--- src/rtl/drive_pkg.sv ---
// Shared types for the drive sequencer: FSM states, gear codes and the gear-to-duty map.
// The same duty_of() map feeds both motor channels.
package drive_pkg;

  typedef enum logic [2:0] {
    ST_OFF,
    ST_IDLE,
    ST_FWD,
    ST_REV_WAIT,
    ST_REV
  } state_t;

  localparam logic [2:0] STOP = 3'd0;
  localparam logic [2:0] G1   = 3'd1;
  localparam logic [2:0] G2   = 3'd2;
  localparam logic [2:0] G3   = 3'd3;
  localparam logic [2:0] G4   = 3'd4;
  localparam logic [2:0] G5   = 3'd5;
  localparam logic [2:0] RG   = 3'd6;

  // Forward gear n maps to n*51, so top gear is full scale (255).
  function automatic logic [7:0] duty_of(input logic [2:0] lvl);
    logic [7:0] d;
    case (lvl)
      G1:      d = 8'd51;
      G2:      d = 8'd102;
      G3:      d = 8'd153;
      G4:      d = 8'd204;
      G5:      d = 8'd255;
      default: d = 8'd0;
    endcase
    return d;
  endfunction

endpackage

--- src/rtl/pwm_gen.sv ---
// Two PWM channels sharing one free-running counter; pwm = (cnt < duty).
// Outputs are registered, so there is 1 clk from a duty change to the pin. No backpressure.
module pwm_gen #(
  parameter int unsigned PWM_BITS = 8
) (
  input  logic                clk,
  input  logic                rst,
  input  logic [PWM_BITS-1:0] duty_l_i,
  input  logic [PWM_BITS-1:0] duty_r_i,
  output logic                pwm_l_o,
  output logic                pwm_r_o
);

  logic [PWM_BITS-1:0] cnt_q;
  logic                pwm_l_q;
  logic                pwm_r_q;

  always_ff @(posedge clk or posedge rst) begin
    if (rst) begin
      cnt_q   <= '0;
      pwm_l_q <= 1'b0;
      pwm_r_q <= 1'b0;
    end else begin
      cnt_q   <= cnt_q + 1'b1;
      pwm_l_q <= (cnt_q < duty_l_i);
      pwm_r_q <= (cnt_q < duty_r_i);
    end
  end

  assign pwm_l_o = pwm_l_q;
  assign pwm_r_o = pwm_r_q;

endmodule

--- src/rtl/drive_seq_ctrl.sv ---
// Drive sequencer: tick prescaler, gear FSM and steering duty split feeding pwm_gen.
// Gear changes land on tick edges; duty follows gear_lvl by 1 clk and the PWM pins by 2. No backpressure.
module drive_seq_ctrl
  import drive_pkg::*;
#(
  parameter int unsigned         TICK_DIV  = 50_000_000,
  parameter int unsigned         PWM_BITS  = 8,
  parameter int unsigned         MAX_GEAR  = 5,
  parameter int unsigned         TURN_MAX  = 3,
  parameter int unsigned         REV_DWELL = 2,
  parameter logic [PWM_BITS-1:0] REV_DUTY  = 8'd64
) (
  input  logic       clk,
  input  logic       rst,
  input  logic       key,
  input  logic       acc,
  input  logic       brake,
  input  logic       gear,
  input  logic       l,
  input  logic       r,
  output logic [2:0] gear_lvl,
  output logic       dir,
  output logic       pwm_l,
  output logic       pwm_r,
  output logic       tick_o,
  output logic       shift_evt
);

  localparam int unsigned PRE_W = (TICK_DIV > 1) ? $clog2(TICK_DIV) : 1;
  localparam logic [PRE_W-1:0] PRE_LAST   = PRE_W'(TICK_DIV - 1);
  localparam logic [2:0]       MAX_LVL    = 3'(MAX_GEAR);
  localparam logic [2:0]       TURN_LVL   = 3'(TURN_MAX);
  localparam logic [3:0]       DWELL_LAST = 4'(REV_DWELL - 1);

  logic [PRE_W-1:0]    pre_q;
  logic                tick;
  state_t              state_q, state_d;
  logic [2:0]          lvl_q, lvl_d;
  logic [3:0]          dwell_q, dwell_d;
  logic                dir_q, dir_d;
  logic                shift_q;
  logic                steer;
  logic [PWM_BITS-1:0] base_duty;
  logic [PWM_BITS-1:0] duty_l_d, duty_r_d, duty_l_q, duty_r_q;

  assign tick = (pre_q == PRE_LAST);

  always_ff @(posedge clk or posedge rst) begin
    if (rst) begin
      pre_q <= '0;
    end else if (tick) begin
      pre_q <= '0;
    end else begin
      pre_q <= pre_q + 1'b1;
    end
  end

  // key=0 overrides every state; reverse only engages from standstill via the dwell.
  always_comb begin
    state_d = state_q;
    lvl_d   = lvl_q;
    dwell_d = dwell_q;
    if (!key) begin
      state_d = ST_OFF;
      lvl_d   = STOP;
      dwell_d = '0;
    end else begin
      case (state_q)
        ST_OFF: state_d = ST_IDLE;
        ST_IDLE: begin
          lvl_d = STOP;
          if (tick) begin
            if (gear) begin
              state_d = ST_REV_WAIT;
            end else if (acc && !brake) begin
              state_d = ST_FWD;
              lvl_d   = G1;
            end
          end
        end
        ST_FWD: begin
          if (tick) begin
            if (brake || gear) begin
              if (lvl_q <= G2) begin
                lvl_d   = STOP;
                state_d = ST_IDLE;
              end else begin
                lvl_d = lvl_q - 3'd2;
              end
            end else if (acc) begin
              if (lvl_q < MAX_LVL) lvl_d = lvl_q + 3'd1;
            end else if (lvl_q > G1) begin
              lvl_d = lvl_q - 3'd1;
            end
          end
        end
        ST_REV_WAIT: begin
          lvl_d = STOP;
          if (!gear) begin
            state_d = ST_IDLE;
            dwell_d = '0;
          end else if (tick) begin
            if (dwell_q == DWELL_LAST) begin
              state_d = ST_REV;
              lvl_d   = RG;
              dwell_d = '0;
            end else begin
              dwell_d = dwell_q + 4'd1;
            end
          end
        end
        ST_REV: begin
          if (!gear) begin
            state_d = ST_IDLE;
            lvl_d   = STOP;
          end
        end
        default: begin
          state_d = ST_OFF;
          lvl_d   = STOP;
          dwell_d = '0;
        end
      endcase
    end
  end

  assign dir_d = (state_d == ST_REV);

  // Duty is derived from the registered gear, hence the 1-clk lag behind gear_lvl.
  always_comb begin
    base_duty = '0;
    if (key) begin
      if (state_q == ST_FWD) begin
        base_duty = PWM_BITS'(duty_of(lvl_q));
      end else if (state_q == ST_REV && !brake) begin
        base_duty = REV_DUTY;
      end
    end
    steer    = (l ^ r) && ((state_q == ST_REV) || (state_q == ST_FWD && lvl_q <= TURN_LVL));
    duty_l_d = (steer && l) ? (base_duty >> 1) : base_duty;
    duty_r_d = (steer && r) ? (base_duty >> 1) : base_duty;
  end

  always_ff @(posedge clk or posedge rst) begin
    if (rst) begin
      state_q  <= ST_OFF;
      lvl_q    <= STOP;
      dwell_q  <= '0;
      dir_q    <= 1'b0;
      shift_q  <= 1'b0;
      duty_l_q <= '0;
      duty_r_q <= '0;
    end else begin
      state_q  <= state_d;
      lvl_q    <= lvl_d;
      dwell_q  <= dwell_d;
      dir_q    <= dir_d;
      shift_q  <= (lvl_d != lvl_q);
      duty_l_q <= duty_l_d;
      duty_r_q <= duty_r_d;
    end
  end

  pwm_gen #(
    .PWM_BITS(PWM_BITS)
  ) u_pwm (
    .clk     (clk),
    .rst     (rst),
    .duty_l_i(duty_l_q),
    .duty_r_i(duty_r_q),
    .pwm_l_o (pwm_l),
    .pwm_r_o (pwm_r)
  );

  assign gear_lvl  = lvl_q;
  assign dir       = dir_q;
  assign tick_o    = tick;
  assign shift_evt = shift_q;

endmodule
--- config.mk ---
export PLATFORM = sky130hd
export DESIGN_NAME = drive_seq_ctrl
export DESIGN_NICKNAME = d
export VERILOG_FILES = /design/src/rtl/drive_pkg.sv /design/src/rtl/pwm_gen.sv /design/src/rtl/drive_seq_ctrl.sv
export SDC_FILE = /design/constraint.sdc
export NUM_CORES = 1
export LEC_CHECK = 0
export BUFFER_PORTS_ARGS = -buffer_cell sky130_fd_sc_hd__buf_2
export CAP_MARGIN = 0
export CORE_AREA = 2 2 92 94
export DETAILED_ROUTE_END_ITERATION = 16
export DIE_AREA = 0 0 94 96
export GPL_ROUTABILITY_DRIVEN = 1
export GPL_TIMING_DRIVEN = 0
export PLACE_DENSITY_LB_ADDON = 0.12
export SYNTH_ARGS = -nofsm -noshare
export SYNTH_HDL_FRONTEND = slang
export SYNTH_SLANG_ARGS = --single-unit
--- constraint.sdc ---
create_clock -name clk -period 3.6 [get_ports clk]
set_input_delay 0.36 -clock clk [delete_from_list [all_inputs] [get_ports clk]]
set_output_delay 0.36 -clock clk [all_outputs]
set_load 0.03 [all_outputs]
* Yosys cells after proc, flatten, opt, wreduce, memory -nomap -nowiden
Cells that the tools add are included.
** Word-level totals
- Register bits :: 64
- Bits in latches :: 0
- Memory bits (writable) :: 0
- Memory bits (read-only) :: 0
- Memories :: 0
** Cells by class
- Add/sub/neg operators :: 6
- Multiply operators :: 0
- Div/mod/pow operators :: 0
- Magnitude comparators :: 6
- Equal/unequal tests :: 15
- Shift-type cells :: 0
- Muxes and demuxes :: 39
- Bitwise operators :: 1
- Reduce and logical (&&, ||, !) cells :: 12
** Operator list (count)
- $mux W3 :: 22
- $pmux W8 S5 :: 1
- $mux W8 :: 4
- $pmux W3 S5 :: 2
- $add A26 B1 Y26 const B :: 1
- $eq A26 B26 Y1 const B :: 1
- $mux W26 :: 1
- $lt A8 B8 Y1 :: 2
- $mux W4 :: 4
- $eq A3 B2 Y1 const B :: 4
- $eq A3 B3 Y1 const B :: 4
- $add A8 B1 Y8 const B :: 1
- $pmux W4 S2 :: 1
- $mux W7 :: 1
- $eq A3 B1 Y1 const B :: 2
- $le A3 B2 Y1 const B :: 2
- $logic_and A1 B1 Y1 :: 6
- $add A4 B1 Y4 const B :: 1
- $eq A4 B1 Y1 const B :: 1
- $ne A4 B4 Y1 const B :: 1
- $reduce_or A4 Y1 :: 1
- $add A3 B1 Y3 const B :: 1
- $gt A3 B1 Y1 const B :: 1
- $logic_not A3 Y1 :: 1
- other kinds (10) :: 13

* Depth between registers and ports, before layout
- Depth in word-level cells :: 8
- Mapped depth :: 10
- Gate-level depth less buffers :: 8

* Hierarchy
A second synthesis with hierarchy kept.
** Unflattened totals
- Cell total of the unflattened synthesis :: 407
- Area, all modules :: 3801.1 um2
** Modules (own cells, without submodules)
- drive_seq_ctrl :: instances 1, cells each 328, area each 3083.0 um2, seq. area each 1301.2 um2
- pwm_gen :: instances 1, cells each 79, area each 718.2 um2, seq. area each 250.2 um2

* Worst setup path after synthesis
OpenSTA, ideal clock, no wires.
- Kind :: flip-flop to flip-flop
- Start point :: register lvl_q[2], in the netlist gear_lvl[2]
- End point :: register shift_q, in the netlist shift_evt
- Library setup time :: 87 ps
- Data arrival time :: 2638 ps
- Data required time :: 3513 ps
- Slack :: 875 ps
- Stages on the path, launching flop included :: 10
- Path buffers :: 1
- Clock period less this slack :: 2725 ps
- Cells stage by stage :: dfrtp_1 clkbuf_1 clkinv_1 ha_1 nor2b_1 xnor2_1 o2111ai_1 o211ai_1 or4b_2 o2111ai_2
** On the way
- Longest elaborated chain between the ends :: 8
- Elaborated cells between the ends (all ways) :: 16
- Classes of those cells :: add/sub (3); order compare (3); eq/ne (1); mux (9)
** Ends and longest elaborated chain
- from (decl) :: line drive_seq_ctrl.sv:38 : logic [2:0] lvl_q, lvl_d;
- from (signal assigned) :: line drive_seq_ctrl.sv:155 : lvl_q <= lvl_d;
- $sub A3 B1 Y3 (tied with other cells) :: line drive_seq_ctrl.sv:93 : lvl_d = lvl_q - 3'd1;
- $mux W3 (on tied branches) :: line drive_seq_ctrl.sv:92, drive_seq_ctrl.sv:91
- $mux W3 :: line drive_seq_ctrl.sv:90 : end else if (acc) begin
- $mux W3 :: line drive_seq_ctrl.sv:83 : if (brake || gear) begin
- $mux W3 :: line drive_seq_ctrl.sv:82 : if (tick) begin
- $pmux W3 S5 :: line drive_seq_ctrl.sv:68 : case (state_q)
- $mux W3 :: line drive_seq_ctrl.sv:63 : if (!key) begin
- $ne A3 B3 Y1 (*) :: line drive_seq_ctrl.sv:158 : shift_q <= (lvl_d != lvl_q);
- to (signal assigned) :: line drive_seq_ctrl.sv:158
- to (decl) :: line drive_seq_ctrl.sv:41 : logic shift_q;
Mark *: on every way between the ends. The rest lies on a longest branch, timed or not.
A chain may end at the register's enable or synchronous reset.

* Worst setup path after layout
Ends and elaborated chain as after synthesis.

==> results by group <==
Power and ir drop
  • Combinational power share: 0.035
  • Pwr dens: 312 nW/um2
  • Clock group share of total power: 0.419
  • Switching Share: 0.239
  • Sw Pwr: 305 uW
  • Sequential share of power: 0.546
  • VDD IR max: 0.139 mV
  • Pint: 973 uW
  • Leak Pwr: 0.00179 uW

Clock tree
  • Worst-Skew Late Latency: 0.34 ns
  • Worst-path clk slew: 0.07 ns
  • CTS Sinks: 62
  • Clock buffer depth: 2
  • Root Buffer Master: clkbuf_8
  • H-tree Lvls: 3
  • CTS tree: done
  • CTS Buf Count: 9
  • Setup Buffers After CTS: 0
  • Hold buffer count at CTS: 0
  • Post-CTS sizing: 0

Global route
  • Initial antenna violation count: 0
  • Number of global-route vias before repair: 2856
  • Global route overflow: 0
  • First-pass GRT wire length: 14.0 mm
  • Largest net degree at the start of global routing: 33
  • Gr usage total: 0.199

Route
  • Routed WL: 8.25 mm
  • Met1 wire length: 3.86 mm
  • Drt wl/cell: 15.8 um
  • WL met3: 238 um
  • Met2 WL: 4.05 mm
  • Via density per instance: 5.55
  • Post-route ant nets: 0
  • Top sig layer: met4
  • Via count: 2909
  • First-pass DRT Iterations: 4
  • DRT iter0 DRCs: 184
  • Residual DRC count: 0

Critical path
  • Critical-path top delay cell: or4b_2
  • Reg-to-reg slack, setup: 0.51 ns
  • Crit path arrival time: 3.34 ns
  • Crit path kind: register to register
  • Critical path data required time: 3.85 ns
  • Crit path largest cell delay: 0.65 ns
  • CP endpoint kind: register
  • Reg-to-Reg Start: gear_lvl[2]
  • Reg-to-reg endpoint: shift_evt
  • Crit path buffers/inverters: 2
  • Critical Path, Cell by Cell: clkbuf_1, clkinv_1, ha_1, nor2b_1, xnor2_1, o2111ai_1, o211ai_1, or4b_2, o2111ai_2
  • R2R cell count: 9
  • Crit-path max FO: 10
  • Startpoint types: register
  • CP top delay family: buffers and inverters
  • Crit. Startpoint: gear_lvl[2]

Flow run
  • MaxCap Viol Count: 0

Floorplanning
  • Initial core utilization: 0.461
  • Chip height: 96 um
  • Die width: 94 um
  • IO Pins: 16
  • Core area: 8050 um2
  • Placement Rows: 33
  • Die area: 9020 um2

STA
  • Fin. max-slew vios: 0
  • Tcrit/Tclk final: 0.857
  • TNS Setup: 0 ns
  • Maximum clock rate: 324 MHz
  • Slew margin rel.: 0.515
  • Least-Margin Pin Slew: 0.721 ns
  • Final worst clock skew: 0.00625 ns
  • Final Hold Fails: 0
  • Final setup fails: 0
  • RSZ-0062 raised after global routing: no
  • Min cycle time layout: 3.09 ns

Place
  • Input/output buffers: 15
  • Final HPWL DP: 5.98 mm
  • Placed Instance Area: 3940 um2
  • Cells after DPL: 508
  • Placer Congestion: 0.893

Finish
  • Layout Cell Area excl Fill: 4100 um2
  • Fin util: 0.510
  • Post-layout nets: 448
  • Ant diodes: 0
  • Layout fillers: 748
  • Fin cells: 524
  • P&R area growth vs syn: 10.6%
  • Layout cells sized above 1: 0.110

Synthesis
  • Distinct cells, synth: 55
  • Syn avg cell area: 9.58 um2
  • Syn Inst Count: 387
  • Post-Syn Nets: 421
  • Sequential area share after synthesis: 0.418
  • Synthesis warning total: 0
  • Netlist area before placement: 3710 um2
  • Seq cells post-synth: 62
  • Number of enable flip-flop cells after synthesis: 0
  • Async set-or-reset flop fraction in the synthesized netlist: 1.00
  • Main synth FF type: dfrtp_1

Run status
  • Run status: complete, no violations

Min path
  • HP Class: primary input to async pin
[worst max-delay path by stage]
stage | to | slack, ns | cells past startpoint
after floorplan | shift_evt | 0.87 | 9
after global placement | shift_evt | 0.53 | 9
after detailed placement | shift_evt | 0.55 | 9
after CTS | shift_evt | 0.52 | 9
after global routing | duty_r_q[4] | 0.17 | 9
final | shift_evt | 0.51 | 9
[layout make-up]
| type | count | area, um2 | share of cell area |
|---|---|---|---|
| multi-input cells | 291 | 2030 | 0.494 |
| flip-flops and latches | 62 | 1550 | 0.378 |
| clock buffers | 12 | 145 | 0.0354 |
| well taps | 105 | 131 | 0.0320 |
| repair buffers | 16 | 95.1 | 0.0232 |
| inverters | 23 | 86.3 | 0.0210 |
| plain buffers | 11 | 42.5 | 0.0104 |
| clock inverters | 4 | 22.5 | 0.00549 |
[state kept, by name, indices dropped and copies added, names as in the netlist, 3 cells and up]
register / count
pre_q: 26
gear_lvl: 3
u_pwm.cnt_q: 8
duty_r_q: 7
duty_l_q: 7
dwell_q: 4
state_q: 3
[power by group through the flow]
| stage | combinational, uW | clock [uW] | sequential, uW |
|---|---|---|---|
| floorplan | 25.6 | 0 | 711 |
| global placement | 42.0 | 0 | 711 |
| detailed placement | 45.1 | 0 | 711 |
| CTS | 45.3 | 559 | 697 |
| global route | 51.0 | 600 | 697 |
| finish | 44.5 | 536 | 698 |
[kinds of logic after synthesis]
family,count (synthesis),synth area share
muxes,12,0.0327
buffers and inverters,34,0.0347
AOI/OAI and AO/OA,78,0.140
DFF,62,0.418
adders and majority gates,26,0.0877
and+or+nand+nor,146,0.218
xor gates and xnor gates,29,0.0685
[per-layer routing]
metal / vias to the layer above / GRT usage
met3: 13 / 0.0360
met2: 45 / 0.327
met5: - / 0
met4: 0 / 0.0773
met1: 1408 / 0.262
li1: 1443 / -
[per-stage QoR]
step	worst slack, ns	hold WS [ns]	total power (uW)
after global placement	0.534	0.456	753
after global routing	0.166	0.179	1350
final	0.515	0.126	1280
after CTS	0.521	0.135	1300
after detailed placement	0.552	0.469	756
after floorplan	0.875	0.439	736
[cells in the mapped netlist (all sizes together), types with 2 or more instances]
| cell type | number | area share |
|---|---|---|
| a211oi | 3 | 0.0061 |
| a21o | 8 | 0.016 |
| a21oi | 14 | 0.019 |
| a31oi | 5 | 0.0084 |
| and2 | 2 | 0.0034 |
| and3 | 9 | 0.015 |
| and4 | 5 | 0.012 |
| clkbuf | 10 | 0.010 |
| dfrtp | 62 | 0.42 |
| ha | 26 | 0.088 |
| inv | 22 | 0.022 |
| mux2i | 11 | 0.030 |
| nand2 | 27 | 0.027 |
| nand2b | 6 | 0.010 |
| nand3 | 15 | 0.020 |
| nand4 | 11 | 0.020 |
| nor2 | 36 | 0.037 |
| nor2b | 6 | 0.010 |
| nor3 | 6 | 0.0081 |
| nor3b | 3 | 0.0074 |
| nor4b | 5 | 0.015 |
| nor4bb | 2 | 0.0054 |
| o2111ai | 4 | 0.011 |
| o211ai | 6 | 0.012 |
| o21ai | 18 | 0.025 |
| o21bai | 2 | 0.0040 |
| o22ai | 4 | 0.0067 |
| o2bb2ai | 2 | 0.0047 |
| o31ai | 5 | 0.010 |
| or2 | 5 | 0.0084 |
| or3 | 2 | 0.0034 |
| or4 | 2 | 0.0040 |
| xnor2 | 14 | 0.033 |
| xor2 | 15 | 0.035 |
[worst register-to-register path, delay by kind of cell (launching register included)]
family / cells / cell delay [ns]
compound gates: 3 / 0.47
xor+xnor: 1 / 0.08
fa+ha+maj: 1 / 0.39
buf+inv: 2 / 0.82
flops: 1 / 0.44
simple gates: 2 / 0.80
[cells in the final DEF (no fill, tap or decap), types with 3 or more instances in the layout]
| cell | Yosys | routed |
|---|---|---|
| nand3_1 | 15 | 15 |
| or2_2 | 4 | 4 |
| and4_1 | 5 | 5 |
| nand2b_1 | 6 | 6 |
| nand4_1 | 10 | 10 |
| o2111ai_1 | 3 | 3 |
| nor2b_1 | 6 | 6 |
| a21o_1 | 8 | 8 |
| ha_1 | 26 | 26 |
| xnor2_1 | 14 | 14 |
| nor2_1 | 35 | 35 |
| inv_1 | 22 | 21 |
| o22ai_1 | 4 | 4 |
| o31ai_1 | 5 | 5 |
| clkinv_2 | 0 | 3 |
| o21ai_0 | 17 | 17 |
| and3_1 | 9 | 9 |
| xor2_1 | 15 | 15 |
| nor3_1 | 6 | 6 |
| nor4b_1 | 3 | 3 |
| buf_2 | 1 | 16 |
| nand2_1 | 27 | 27 |
| dfrtp_1 | 62 | 62 |
| a21oi_1 | 14 | 14 |
| clkbuf_8 | 0 | 10 |
| o211ai_1 | 6 | 6 |
| a211oi_1 | 3 | 3 |
| mux2i_1 | 11 | 11 |
| clkbuf_1 | 10 | 12 |
| a31oi_1 | 5 | 5 |
Power figures use the tool's default switching activity.
